**src/rtl/board_pkg.sv**
```systemverilog
// -----------------------------------------------------------------------------
// board_pkg
// Shared types and constants for the 8x8 board display path (cursor
// controller, rectangle generator, game logic).
//   GRID_N       : board edge length in cells
//   coord_t      : cell coordinate (column or row), 0..7
//   dir_t        : cursor move direction, also used as the index of the
//                  per-direction button/step vectors
//   rpt_state_t  : per-direction auto-repeat FSM state
//   sel_state_t  : select-event handshake FSM state
// -----------------------------------------------------------------------------
package board_pkg;

    localparam int GRID_N = 8;

    typedef logic [2:0] coord_t;

    typedef enum logic [1:0] {
        UP    = 2'd0,
        DOWN  = 2'd1,
        LEFT  = 2'd2,
        RIGHT = 2'd3
    } dir_t;

    typedef enum logic [1:0] {
        IDLE = 2'd0,
        HOLD = 2'd1,
        RPT  = 2'd2
    } rpt_state_t;

    typedef enum logic {
        SIDLE = 1'b0,
        SPEND = 1'b1
    } sel_state_t;

endpackage : board_pkg

```
**src/rtl/board_cursor_if.sv**
```systemverilog
// -----------------------------------------------------------------------------
// board_cursor_if
// Valid/ready channel carrying the "cell selected" event from the cursor
// controller to the game logic.
//   sel_valid : event pending (producer -> consumer)
//   sel_x     : captured column, stable while sel_valid is 1
//   sel_y     : captured row, stable while sel_valid is 1
//   sel_ready : consumer accepts the event (consumer -> producer)
// Modports: master = event producer (board_cursor), slave = consumer.
// -----------------------------------------------------------------------------
interface board_cursor_if;
    import board_pkg::*;

    logic   sel_valid;
    coord_t sel_x;
    coord_t sel_y;
    logic   sel_ready;

    modport master (
        output sel_valid,
        output sel_x,
        output sel_y,
        input  sel_ready
    );

    modport slave (
        input  sel_valid,
        input  sel_x,
        input  sel_y,
        output sel_ready
    );

endinterface : board_cursor_if

```
**src/rtl/board_cursor_btn_debounce.sv**
```systemverilog
// -----------------------------------------------------------------------------
// btn_debounce
// Conditions one raw asynchronous push-button: 2-flop synchronizer, then a
// counter that accepts a new level only after DEBOUNCE_CYCLES consecutive
// samples that disagree with the current level. Any agreeing sample in
// between reloads the counter.
//   clk, rst_n : clock, asynchronous active-low reset
//   btn_raw    : raw active-high button
//   level      : debounced level (registered)
//   press      : one-cycle pulse, asserted in the first cycle level reads 1
// -----------------------------------------------------------------------------
module btn_debounce #(
    parameter int DEBOUNCE_CYCLES = 250000
) (
    input  logic clk,
    input  logic rst_n,
    input  logic btn_raw,
    output logic level,
    output logic press
);

    localparam int CNT_W = (DEBOUNCE_CYCLES > 1) ? $clog2(DEBOUNCE_CYCLES + 1) : 1;
    localparam logic [CNT_W-1:0] CNT_LAST = CNT_W'(DEBOUNCE_CYCLES - 1);

    logic             sync1_r;
    logic             sync2_r;
    logic             level_r;
    logic             press_r;
    logic [CNT_W-1:0] cnt_r;

    // Synchronizer, debounce counter, level and press-pulse registers.
    always_ff @(posedge clk or negedge rst_n) begin
        if (!rst_n) begin
            sync1_r <= 1'b0;
            sync2_r <= 1'b0;
            level_r <= 1'b0;
            press_r <= 1'b0;
            cnt_r   <= '0;
        end else begin
            sync1_r <= btn_raw;
            sync2_r <= sync1_r;
            if (sync2_r != level_r) begin
                if (cnt_r == CNT_LAST) begin
                    // Last disagreeing sample: flip level; pulse only on 0->1.
                    level_r <= sync2_r;
                    press_r <= sync2_r;
                    cnt_r   <= '0;
                end else begin
                    press_r <= 1'b0;
                    cnt_r   <= cnt_r + CNT_W'(1);
                end
            end else begin
                press_r <= 1'b0;
                cnt_r   <= '0;
            end
        end
    end

    assign level = level_r;
    assign press = press_r;

endmodule : btn_debounce

```
**src/rtl/board_cursor.sv**
```systemverilog
// -----------------------------------------------------------------------------
// board_cursor
// Cursor/selection controller for the 8x8 board display. Five raw buttons
// are debounced; up/down/left/right move the cursor modulo 8, select emits a
// valid/ready "cell selected" event carrying the cursor cell at press time.
//   clk, rst_n                  : pixel clock, asynchronous active-low reset
//   btn_up/down/left/right/sel  : raw asynchronous active-high buttons
//   pos_x, pos_y                : registered cursor column/row
//   sel (board_cursor_if.master): sel_valid/sel_x/sel_y out, sel_ready in
// Configuration macro BOARD_CURSOR_AUTOREPEAT_EN: when defined, each
// direction auto-repeats (first repeat REPEAT_DELAY cycles after the press,
// then every REPEAT_RATE cycles); when undefined, one step per press.
// -----------------------------------------------------------------------------
module board_cursor
    import board_pkg::*;
#(
    parameter int DEBOUNCE_CYCLES = 250000,
    parameter int REPEAT_DELAY    = 12500000,
    parameter int REPEAT_RATE     = 3125000
) (
    input  logic                clk,
    input  logic                rst_n,
    input  logic                btn_up,
    input  logic                btn_down,
    input  logic                btn_left,
    input  logic                btn_right,
    input  logic                btn_sel,
    output coord_t              pos_x,
    output coord_t              pos_y,
    board_cursor_if.master      sel
);

    logic [3:0] raw_s;
    logic [3:0] lvl_s;
    logic [3:0] press_s;
    logic [3:0] step_s;
    logic       sel_press_s;
    logic       unused_sel_level_s;

    coord_t     pos_x_r;
    coord_t     pos_y_r;
    coord_t     sel_x_r;
    coord_t     sel_y_r;
    logic       sel_valid_r;
    sel_state_t sel_state_r;

    assign raw_s[UP]    = btn_up;
    assign raw_s[DOWN]  = btn_down;
    assign raw_s[LEFT]  = btn_left;
    assign raw_s[RIGHT] = btn_right;

    for (genvar d = 0; d < 4; d++) begin : g_dir_db
        btn_debounce #(.DEBOUNCE_CYCLES(DEBOUNCE_CYCLES)) u_db (
            .clk     (clk),
            .rst_n   (rst_n),
            .btn_raw (raw_s[d]),
            .level   (lvl_s[d]),
            .press   (press_s[d])
        );
    end

    btn_debounce #(.DEBOUNCE_CYCLES(DEBOUNCE_CYCLES)) u_db_sel (
        .clk     (clk),
        .rst_n   (rst_n),
        .btn_raw (btn_sel),
        .level   (unused_sel_level_s),
        .press   (sel_press_s)
    );

`ifdef BOARD_CURSOR_AUTOREPEAT_EN
    localparam int RPT_MAX = (REPEAT_DELAY > REPEAT_RATE) ? REPEAT_DELAY : REPEAT_RATE;
    localparam int RPT_W   = (RPT_MAX > 1) ? $clog2(RPT_MAX + 1) : 1;
    localparam logic [RPT_W-1:0] DELAY_CNT = RPT_W'(REPEAT_DELAY);
    localparam logic [RPT_W-1:0] RATE_CNT  = RPT_W'(REPEAT_RATE);

    for (genvar d = 0; d < 4; d++) begin : g_rpt
        rpt_state_t       state_r;
        logic [RPT_W-1:0] cnt_r;   // cycles since press (HOLD) / last step (RPT)

        // Per-direction auto-repeat FSM; cnt_r reads 1 in the cycle after a step.
        always_ff @(posedge clk or negedge rst_n) begin
            if (!rst_n) begin
                state_r <= IDLE;
                cnt_r   <= '0;
            end else begin
                case (state_r)
                    IDLE: begin
                        if (press_s[d]) begin
                            state_r <= HOLD;
                            cnt_r   <= RPT_W'(1);
                        end else begin
                            cnt_r   <= '0;
                        end
                    end
                    HOLD: begin
                        if (!lvl_s[d]) begin
                            state_r <= IDLE;
                            cnt_r   <= '0;
                        end else if (cnt_r == DELAY_CNT) begin
                            state_r <= RPT;
                            cnt_r   <= RPT_W'(1);
                        end else begin
                            cnt_r   <= cnt_r + RPT_W'(1);
                        end
                    end
                    RPT: begin
                        if (!lvl_s[d]) begin
                            state_r <= IDLE;
                            cnt_r   <= '0;
                        end else if (cnt_r == RATE_CNT) begin
                            cnt_r   <= RPT_W'(1);
                        end else begin
                            cnt_r   <= cnt_r + RPT_W'(1);
                        end
                    end
                    default: begin
                        state_r <= IDLE;
                        cnt_r   <= '0;
                    end
                endcase
            end
        end

        assign step_s[d] = press_s[d]
                         | ((state_r == HOLD) && lvl_s[d] && (cnt_r == DELAY_CNT))
                         | ((state_r == RPT)  && lvl_s[d] && (cnt_r == RATE_CNT));
    end
`else
    logic unused_repeat_cfg_s;

    assign step_s              = press_s;
    assign unused_repeat_cfg_s = ^{lvl_s, REPEAT_DELAY[0], REPEAT_RATE[0]};
`endif

    // Cursor position: opposite steps on one axis cancel; 3-bit wrap gives modulo 8.
    always_ff @(posedge clk or negedge rst_n) begin
        if (!rst_n) begin
            pos_x_r <= 3'd0;
            pos_y_r <= 3'd0;
        end else begin
            case ({step_s[RIGHT], step_s[LEFT]})
                2'b01:   pos_x_r <= pos_x_r - 3'd1;
                2'b10:   pos_x_r <= pos_x_r + 3'd1;
                default: pos_x_r <= pos_x_r;
            endcase
            case ({step_s[DOWN], step_s[UP]})
                2'b01:   pos_y_r <= pos_y_r - 3'd1;
                2'b10:   pos_y_r <= pos_y_r + 3'd1;
                default: pos_y_r <= pos_y_r;
            endcase
        end
    end

    // Select handshake FSM; captures the pre-move cursor, drops presses while pending.
    always_ff @(posedge clk or negedge rst_n) begin
        if (!rst_n) begin
            sel_state_r <= SIDLE;
            sel_valid_r <= 1'b0;
            sel_x_r     <= 3'd0;
            sel_y_r     <= 3'd0;
        end else begin
            case (sel_state_r)
                SIDLE: begin
                    if (sel_press_s) begin
                        sel_state_r <= SPEND;
                        sel_valid_r <= 1'b1;
                        sel_x_r     <= pos_x_r;
                        sel_y_r     <= pos_y_r;
                    end else begin
                        sel_valid_r <= 1'b0;
                    end
                end
                SPEND: begin
                    if (sel.sel_ready) begin
                        sel_state_r <= SIDLE;
                        sel_valid_r <= 1'b0;
                    end else begin
                        sel_valid_r <= 1'b1;
                    end
                end
                default: begin
                    sel_state_r <= SIDLE;
                    sel_valid_r <= 1'b0;
                end
            endcase
        end
    end

    assign pos_x         = pos_x_r;
    assign pos_y         = pos_y_r;
    assign sel.sel_valid = sel_valid_r;
    assign sel.sel_x     = sel_x_r;
    assign sel.sel_y     = sel_y_r;

endmodule : board_cursor

```
**src/flat_wrapper.sv**
```systemverilog
// flat-port wrapper written by rule: the top's interface ports become plain ports
module board_cursor_flat import board_pkg::*;
#(
    parameter int DEBOUNCE_CYCLES = 250000,
    parameter int REPEAT_DELAY    = 12500000,
    parameter int REPEAT_RATE     = 3125000
)
  (clk, rst_n, btn_up, btn_down, btn_left, btn_right, btn_sel, pos_x, pos_y, sel_sel_valid, sel_sel_x, sel_sel_y, sel_sel_ready);
  board_cursor_if sel_i ();
  input  logic clk;
  input  logic rst_n;
  input  logic btn_up;
  input  logic btn_down;
  input  logic btn_left;
  input  logic btn_right;
  input  logic btn_sel;
  output coord_t pos_x;
  output coord_t pos_y;
  output wire logic [$bits(sel_i.sel_valid)-1:0] sel_sel_valid;
  output wire logic [$bits(sel_i.sel_x)-1:0] sel_sel_x;
  output wire logic [$bits(sel_i.sel_y)-1:0] sel_sel_y;
  input wire logic [$bits(sel_i.sel_ready)-1:0] sel_sel_ready;
  assign sel_sel_valid = sel_i.sel_valid;
  assign sel_sel_x = sel_i.sel_x;
  assign sel_sel_y = sel_i.sel_y;
  assign sel_i.sel_ready = sel_sel_ready;
  board_cursor #(.DEBOUNCE_CYCLES(DEBOUNCE_CYCLES), .REPEAT_DELAY(REPEAT_DELAY), .REPEAT_RATE(REPEAT_RATE)) u_core (.clk(clk), .rst_n(rst_n), .btn_up(btn_up), .btn_down(btn_down), .btn_left(btn_left), .btn_right(btn_right), .btn_sel(btn_sel), .pos_x(pos_x), .pos_y(pos_y), .sel(sel_i));
endmodule
```
**config.mk**
```make
export PLATFORM = sky130hd
export DESIGN_NAME = board_cursor_flat
export DESIGN_NICKNAME = d
export VERILOG_FILES = /design/src/rtl/board_pkg.sv /design/src/rtl/board_cursor_if.sv /design/src/rtl/board_cursor_btn_debounce.sv /design/src/rtl/board_cursor.sv /design/src/flat_wrapper.sv
export SDC_FILE = /design/constraint.sdc
export NUM_CORES = 1
export LEC_CHECK = 0
export ABC_AREA = 1
export CAP_MARGIN = 5
export CELL_PAD_IN_SITES_DETAIL_PLACEMENT = 2
export CELL_PAD_IN_SITES_GLOBAL_PLACEMENT = 2
export CORE_AREA = 4 4 128 130
export DETAILED_ROUTE_END_ITERATION = 8
export DIE_AREA = 0 0 132 134
export DONT_BUFFER_PORTS = 1
export HOLD_SLACK_MARGIN = 0.03
export PLACE_DENSITY = 0.81
export SETUP_SLACK_MARGIN = 0.2
export SLEW_MARGIN = 20
export SYNTH_ARGS = -nofsm -noshare
export SYNTH_HDL_FRONTEND = slang
export SYNTH_SLANG_ARGS = --single-unit
export TNS_END_PERCENT = 50
```
**constraint.sdc**
```tcl
create_clock -name clk -period 2.8 [get_ports clk]
set_clock_uncertainty 0.2 [all_clocks]
set_input_delay 0.56 -clock clk [delete_from_list [all_inputs] [get_ports clk]]
set_output_delay 0.56 -clock clk [all_outputs]
set_load 0.02 [all_outputs]
```
After elaboration in Yosys (flattened, before gate mapping). Index checks and enable logic that the tools add are counted. Widths: inputs -> output; s select.

Multiplexer cells: 25. Bitwise logic cells: 1. Equal/unequal tests: 14. Reductions and logical operators: 8. Add/sub/neg operators: 9.

Operators by type and width (number): $mux 18 (10); $add 18x1->18 const B (5); $eq 18x18->1 const B (5); $mux 1 (12); $pmux 3 s2 (2); $reduce_and 2->1 (6); $add 3x1->3 const B (2); $sub 3x1->3 const B (2); $ne 1x1->1 (5); $eq 2x1->1 const B (2); $eq 2x2->1 const B (2); $reduce_bool 2->1 (2); $pmux 1 s2 (1); $not 1->1 (1).

Register bits after elaboration: 123. Logic and storage cells: 87. Output and inout port bits: 13.

Depth between registers and ports, before layout. Gate-level depths: netlist (run 1).

Word-level depth: 3. Gate-level depth with buffers: 9.

By module. From an unflattened synthesis (run 1), not the netlist that was laid out.

Cell total of the unflattened synthesis: 755. Area, all modules: 6278.5 µm².

By module, submodules not included: btn_debounce (instances 5, cells an instance 138, sequential area each 550.5 µm², area each 1132.3 µm²); board_cursor (instances 1, cells an instance 65, sequential area each 325.3 µm², area each 616.8 µm²).

Worst setup path after synthesis (run 1). OpenSTA, ideal clock, no wires.

Path type: register to register. Start: register u_core.pos_x_r[0] (netlist: u_core.pos_x[0]). End: register u_core.pos_x_r[2] (netlist: u_core.pos_x[2]). Path slack: 1.174 ns. Path buffers: 0. Stages on the path, launching flop included: 5. Library setup time: 0.131 ns. Arrival time: 1.295 ns. Cell sequence: dfrtp_1 -> fa_1 -> a21oi_1 -> o21ai_0 -> xor2_1.

Word-level cells in the longest chain between the ends: 2. Elaborated cells on any way between the ends: 3. Those cells by class: add/sub (2); mux (1).

Ends and longest elaborated chain: start, declared (line board_cursor.sv:40) `coord_t pos_x_r;`; start signal, assigned (line board_cursor.sv:142) `2'b01: pos_x_r <= pos_x_r - 3'd1;`; start signal, assigned (line board_cursor.sv:143) `2'b10: pos_x_r <= pos_x_r + 3'd1;`; start signal, assigned (line board_cursor.sv:144) `default: pos_x_r <= pos_x_r;`; $add 3x1->3 or $sub 3x1->3 (tied branches) (line board_cursor.sv:143, board_cursor.sv:142); $pmux 3 s2 * (line board_cursor.sv:141) `case ({step_s[RIGHT], step_s[LEFT]})`.

Mark *: on every way between the ends. The rest lies on a longest branch, timed or not. A chain may end at the register's enable or synchronous reset.

Worst setup path after layout (run 1).
Start: register u_core.g_dir_db[2].u_db.press_r. End: register u_core.pos_x_r[2] (netlist: u_core.pos_x[2]).

Word-level cells in the longest chain between the ends: 2. Elaborated cells on any way between the ends: 4. Those cells by class: eq/ne (2); mux (1); reduce/logical (1).

Ends and longest elaborated chain: start, declared (line board_cursor_btn_debounce.sv:28) `logic press_r;`; start signal, assigned (line board_cursor_btn_debounce.sv:46) `press_r <= sync2_r;`; $eq 2x2->1 or $eq 2x1->1 (tied branches) (line board_cursor.sv:141); $pmux 3 s2 or $reduce_bool 2->1 (tied branches).

Several ways; a longest one is shown, not always the timed one.

==> results_dict.tcl, run 1 <==
set metrics [dict create \
    run_status "finished with violations" \
    violations "negative hold slack" \
    cts_buffers 17 \
    nFillCells 1682 \
    synth_edf_count 0 \
    layout_commonest_cell "nor2_1" \
    vias_per_cell 5.361 \
    synth_cell_type_count 26 \
    start_util_pct 41.69 \
    cap_violations 0 \
    cts.clk_slew.worst_paths_ns 0.06 \
    worst-setup-path-type "register to register" \
    setup_viol 0 \
    synth.avg_cell_area_um2 8.454 \
    grt_usage_pct 22.66 \
    cp-end-kind "register" \
    critPathLaunchType "register" \
    grt_max_degree 124 \
    timing.fmax_mhz 514.8 \
    leakage_uw 0.002993 \
    core_area_um2 15150 \
    critPathMaxFanout 3 \
    grt_pass1_vias 6066 \
    holdWs_ns -0.3764 \
    clkLatencyLatePin_ns 0.43 \
    gpl.final_weighted_congestion 0.8397 \
    overflow 0 \
    rsz0062_at_grt "false" \
    cts_max_level 4 \
    cts_hold_buf 6 \
    first_pass_iters 4 \
    cts_resized 0 \
    route.detailed.drc 0 \
    period_needed_ns 1.942 \
    antenna_found_initial 0 \
    critPathRequiredTime_ns 2.90 \
    postSynthCellCount 747 \
    async_reset_ff_share_pct 100.0 \
    syn2layout_area_growth_pct 14.13 \
    syn_nets 764 \
    final_layout_size_suffix_gt1_share_pct 11.88 \
    finalHoldViolCount 123 \
    die_w_um 132 \
    period_share_pct 69.37 \
    first_iter_violations 288 \
    powerDensity_nw_per_um2 581.8 \
    antennaDiodeCount 0 \
    ys_seq_area_share_pct 48.74 \
    num_vias 5206 \
    yosys_warnings 0 \
    vdd_ir_drop_max_uv 549.2 \
    synth_flop_cell "dfrtp_1" \
    clock_path_buffers 2 \
    cts_tree "yes" \
    worstHoldPathType "input pin to asynchronous set/reset pin" \
    post-cts-setup-buffers 0 \
    clock-root-buffer "clkbuf_16" \
    hpwl_um 13220 \
    final_cell_mix "nor2_1 (167), dfrtp_1 (123), nand2_1 (103)" \
    die_area_um2 17690 \
    io_buffers 0 \
    io_pins 21 \
    antenna_left 0 \
    finalSetupTns_ns 0 \
    netlist_area_um2 6315 \
    drt-total-wl_um 18690 \
    die_y_um 134 \
    layout.nets 788 \
    relSlewSlack_pct 69.80 \
    grt_pass1_wl_um 31700 \
    rows 45 \
    drv_slew 0 \
    worst_pin_slew_ns 0.4520 \
    wire_per_inst_um 19.25 \
    cp.arrival_ns 2.04 \
    clock-sinks 123 \
    synth_seq_cells 123 \
]
[metrics by stage]
stage / cell area (µm²) / setup WS [ns] / instances / total power [µW] / util, %
global placement: 6543 / 1.054 / 934 / 1928 / 43.20
global route: 7207 / 0.7621 / 971 / 4365 / 47.58
floorplan: 6315 / 1.174 / 747 / 1910 / -
CTS: 7207 / 0.8289 / 971 / 4254 / 47.58
finish: 7207 / 0.8575 / 971 / 4193 / 47.58
detailed placement: 6543 / 0.9328 / 934 / 1940 / 43.20
[state kept, by name (all words and copies together), names as in the netlist]
signal	flops
u_core.g_dir_db.u_db.cnt_r	72
u_core.u_db_sel.cnt_r	18
u_core.g_dir_db.u_db.level	4
u_core.g_dir_db.u_db.press	4
u_core.g_dir_db.u_db.sync1_r	4
u_core.g_dir_db.u_db.sync2_r	4
u_core.pos_x	3
u_core.pos_y	3
u_core.sel.sel_x	3
u_core.sel.sel_y	3
u_core.sel.sel_valid	1
u_core.u_db_sel.level	1
u_core.u_db_sel.press	1
u_core.u_db_sel.sync1_r	1
u_core.u_db_sel.sync2_r	1
[kinds of logic (layout without fill, tap and decap cells)]
family | Yosys count | after routing | synth area share (%)
flops | 123 | 123 | 48.74
mux | 6 | 6 | 1.070
compound gates | 36 | 36 | 3.012
buf+inv | 84 | 120 | 5.053
simple gates | 440 | 440 | 32.71
fa+ha+maj | 9 | 9 | 2.021
xor+xnor | 49 | 49 | 7.391
[critical path, stage by stage, from the launching register on]
cell and delay (ns):
dfrtp_1 0.35, inv_1 0.07, ha_1 0.15, inv_1 0.08
fa_1 0.43, a21oi_1 0.22, o21ai_0 0.16, xor2_1 0.16
[worst paths after layout]
kind                                                 startpoint                               to  slack [ns]  cells past startpoint
worst max-delay path              u_core.g_dir_db[2].u_db.press                  u_core.pos_x[2]        0.86                      7
worst min-delay path                                      rst_n        u_core.u_db_sel.cnt_r[11]       -0.38                      0
worst max register to register    u_core.g_dir_db[2].u_db.press                  u_core.pos_x[2]        0.86                      7
worst min register to register  u_core.g_dir_db[0].u_db.sync1_r  u_core.g_dir_db[0].u_db.sync2_r        0.15                      0
max in group asynchronous                                 rst_n         u_core.u_db_sel.cnt_r[6]        2.53                      0
min in group clk                u_core.g_dir_db[0].u_db.sync1_r  u_core.g_dir_db[0].u_db.sync2_r        0.15                      0
[cells in the mapped netlist (5+ instances only)]
cell type  count  area (µm²)
inv_1         77       289.0
a21oi_1       12       60.06
mux2_2         6       67.56
inv_2          6       22.52
xor2_2         5       81.33
nor2_1       167       626.9
xor2_1        41       359.1
nor2_2        15       93.84
dfrtp_1      123        3078
o21ai_0       12       60.06
nand3b_1      10       75.07
o21ai_1        8       40.04
nor3_1        16       80.08
nand2_1      103       386.6
nand3_1       68       340.3
nand2_2       18       112.6
nand4_1       25       156.4
ha_1           7       87.58
nor2_4        11       123.9
[where the power goes]
| part | total, µW | internal [µW] | switching (µW) |
|---|---|---|---|
| Sequential | 1830 | 1800 | 23.1 |
| Combinational | 87.3 | 30.8 | 56.5 |
| Clock | 2280 | 1480 | 796 |
| Total | 4190 | 3320 | 876 |
[cell type report]
cell class	count	area (µm²)	share of cell area [%]
flip-flops and latches	123	3078	42.71
well taps	188	235.2	3.264
multi-input cells	540	2918	40.49
clock inverters	7	112.6	1.563
clock buffers	24	491.7	6.823
repair buffers	6	60.06	0.8333
inverters	83	311.5	4.323
[metal layers]
metal | share of wire (%) | global-route usage [%]
met1 | 42 | 26.33
met2 | 52 | 40.11
met3 | 3.1 | 5.814
met4 | 2.5 | 8.985
met5 | 0 | 0
No activity file was read; power rests on OpenSTA's default activity.
==> run 2, diff against run 1 <==
--- a/config.mk
+++ b/config.mk
@@ -9,12 +9,12 @@
 export CAP_MARGIN = 5
 export CELL_PAD_IN_SITES_DETAIL_PLACEMENT = 2
 export CELL_PAD_IN_SITES_GLOBAL_PLACEMENT = 2
-export CORE_AREA = 4 4 128 130
+export CORE_AREA = 4 4 133 135
 export DETAILED_ROUTE_END_ITERATION = 8
-export DIE_AREA = 0 0 132 134
+export DIE_AREA = 0 0 137 139
 export DONT_BUFFER_PORTS = 1
 export HOLD_SLACK_MARGIN = 0.03
-export PLACE_DENSITY = 0.81
+export PLACE_DENSITY = 0.75
 export SETUP_SLACK_MARGIN = 0.2
 export SLEW_MARGIN = 20
 export SYNTH_ARGS = -nofsm -noshare
==> constraint.sdc (replaced) <==
create_clock -name clk -period 1.9 [get_ports clk]
set_clock_uncertainty 0.2 [all_clocks]
set_input_delay 0.38 -clock clk [delete_from_list [all_inputs] [get_ports clk]]
set_output_delay 0.38 -clock clk [all_outputs]
set_load 0.02 [all_outputs]
==> results_dict.tcl, run 2 (synthesis gave the netlist of run 1 again) <==
set metrics [dict create \
    critPathRequiredTime_ns 2.01 \
    clock-sinks 123 \
    grt_pass1_wl_um 29930 \
    violations "negative hold slack" \
    share_comb_of_total_power_pct 3.0 \
    finalSetupTns_ns 0 \
    grt_max_degree 124 \
    crit_start "u_core.g_dir_db[2].u_db.press" \
    layout.nets 823 \
    holdWs_ns -0.5561 \
    gpl.final_weighted_congestion 0.8026 \
    final_layout_size_suffix_gt1_share_pct 22.37 \
    pwr-share-seq_pct 44.3 \
    run_status "finished with violations" \
    worstReg2RegStart "u_core.g_dir_db[2].u_db.press" \
    io_buffers 0 \
    relSlewSlack_pct 62.67 \
    cp.arrival_ns 1.87 \
    die_w_um 137 \
    worst-setup-path-type "register to register" \
    vias_per_cell 5.113 \
    critPathLaunchType "register" \
    crit_end "u_core.pos_x[2]" \
    layout_commonest_cell "nor2_1" \
    timing.fmax_mhz 566.5 \
    cts_buffers 17 \
    die_y_um 139 \
    io_pins 21 \
    hpwl_um 12380 \
    cp-end-kind "register" \
    first_iter_violations 153 \
    p_sw_share_pct 22.05 \
    setup_viol 0 \
    worst_pin_slew_ns 0.5595 \
    r2r_slack_ns 0.13 \
    critPathMaxFanout 3 \
    powerDensity_nw_per_um2 780.5 \
    nFillCells 1802 \
    reg_top3 "u_core.g_dir_db.u_db.cnt_r x72, u_core.u_db_sel.cnt_r x18" \
    grt_usage_pct 19.93 \
    cts_hold_buf 6 \
    r2r_cells 7 \
    die_area_um2 19040 \
    wire_per_inst_um 18.67 \
    worstHoldPathType "input pin to asynchronous set/reset pin" \
    p_total_uw 6095 \
    overflow 0 \
    route.detailed.drc 0 \
    period_needed_ns 1.765 \
    finalHoldViolCount 123 \
    syn2layout_area_growth_pct 23.66 \
    period_share_pct 92.91 \
    largest_register "u_core.g_dir_db.u_db.cnt_r" \
    cts.clk_slew.worst_paths_ns 0.06 \
    leakage_uw 0.003298 \
    antenna_found_initial 0 \
    vdd_ir_drop_max_uv 663.8 \
    clkLatencyLatePin_ns 0.43 \
    first_pass_iters 4 \
    rr_endpoint "u_core.pos_x[2]" \
    num_vias 5307 \
    timing.final.ws_setup_ns 0.1348 \
    clock-root-buffer "clkbuf_16" \
    cts_tree "yes" \
    antennaDiodeCount 0 \
    rows 47 \
    intPower_uw 4751 \
    p_clk_share_pct 52.7 \
    cts_max_level 4 \
    rsz0062_at_grt "true" \
    core_area_um2 16470 \
    final_cell_mix "nor2_1 (156), dfrtp_1 (122), nand2_1 (94)" \
    drv_slew 0 \
    drt-total-wl_um 19380 \
    clock_path_buffers 2 \
    grt_pass1_vias 5835 \
    start_util_pct 38.35 \
    cap_violations 0 \
    largest_reg_flops 72 \
    place_ws_ns 0.09467 \
    antenna_left 0 \
    p_switching_uw 1344 \
]
## run 2: how the worst min path moves through the flow
stage          start                                to  cells past startpoint
2_1_floorplan  rst_n  u_core.g_dir_db[0].u_db.cnt_r[0]                      0
3_3_place_gp   rst_n         u_core.u_db_sel.cnt_r[13]                      0
3_5_place_dp   rst_n         u_core.u_db_sel.cnt_r[14]                      0
4_1_cts        rst_n         u_core.u_db_sel.cnt_r[14]                      0
5_1_grt        rst_n         u_core.u_db_sel.cnt_r[14]                      0
6_report       rst_n         u_core.u_db_sel.cnt_r[14]                      0
## run 2: timing repair
| item | 4_1_cts | 5_1_grt |
|---|---|---|
| pin swaps | 9 | 29 |
| endpoints found under the setup margin | 47 | 70 |
| gates resized for setup | 25 | 59 |
| buffers inserted | 9 | 20 |
| endpoints found under the hold margin | 129 | 123 |
## run 2: power by group through the flow
stage | combinational, µW | clock (µW) | sequential [µW]
2_1_floorplan | 85.8 | 0 | 2730
3_3_place_gp | 110 | 0 | 2730
3_5_place_dp | 120 | 0 | 2740
4_1_cts | 147 | 3280 | 2690
5_1_grt | 207 | 3410 | 2700
6_report | 182 | 3210 | 2700
## run 2: stage by stage
stage	cells	util [%]	cell area, µm²
finish	1038	47.42	7809
global route	1038	47.42	7809
CTS	1018	45.01	7411
detailed placement	972	40.25	6628
global placement	972	40.25	6628
floorplan	747	-	6315
## run 2: worst max-delay path, cell delays in order (launching register included)
cell and delay (ns):
dfrtp_1 0.37, inv_1 0.07, ha_1 0.15, inv_1 0.08, fa_2 0.36, a21oi_1 0.17, o21ai_1 0.10, xor2_1 0.15
## run 2: cell type report
class                   instances  area [µm²]  share of cell area, %
well taps                     220       275.3                  3.525
inverters                      83       311.5                  3.990
flip-flops and latches        123        3079                  39.43
multi-input cells             540        3246                  41.56
repair buffers                 41       326.6                  4.182
clock buffers                  23       478.0                  6.121
clock inverters                 8       92.59                  1.186
## run 2: metal layers
metal	vias up	wire length [µm]	track usage, %
met5	-	0	0
met2	49	10430	34.93
li1	2500	-	-
met1	2741	8071	24.16
met4	0	283	5.252
met3	17	592	5.080
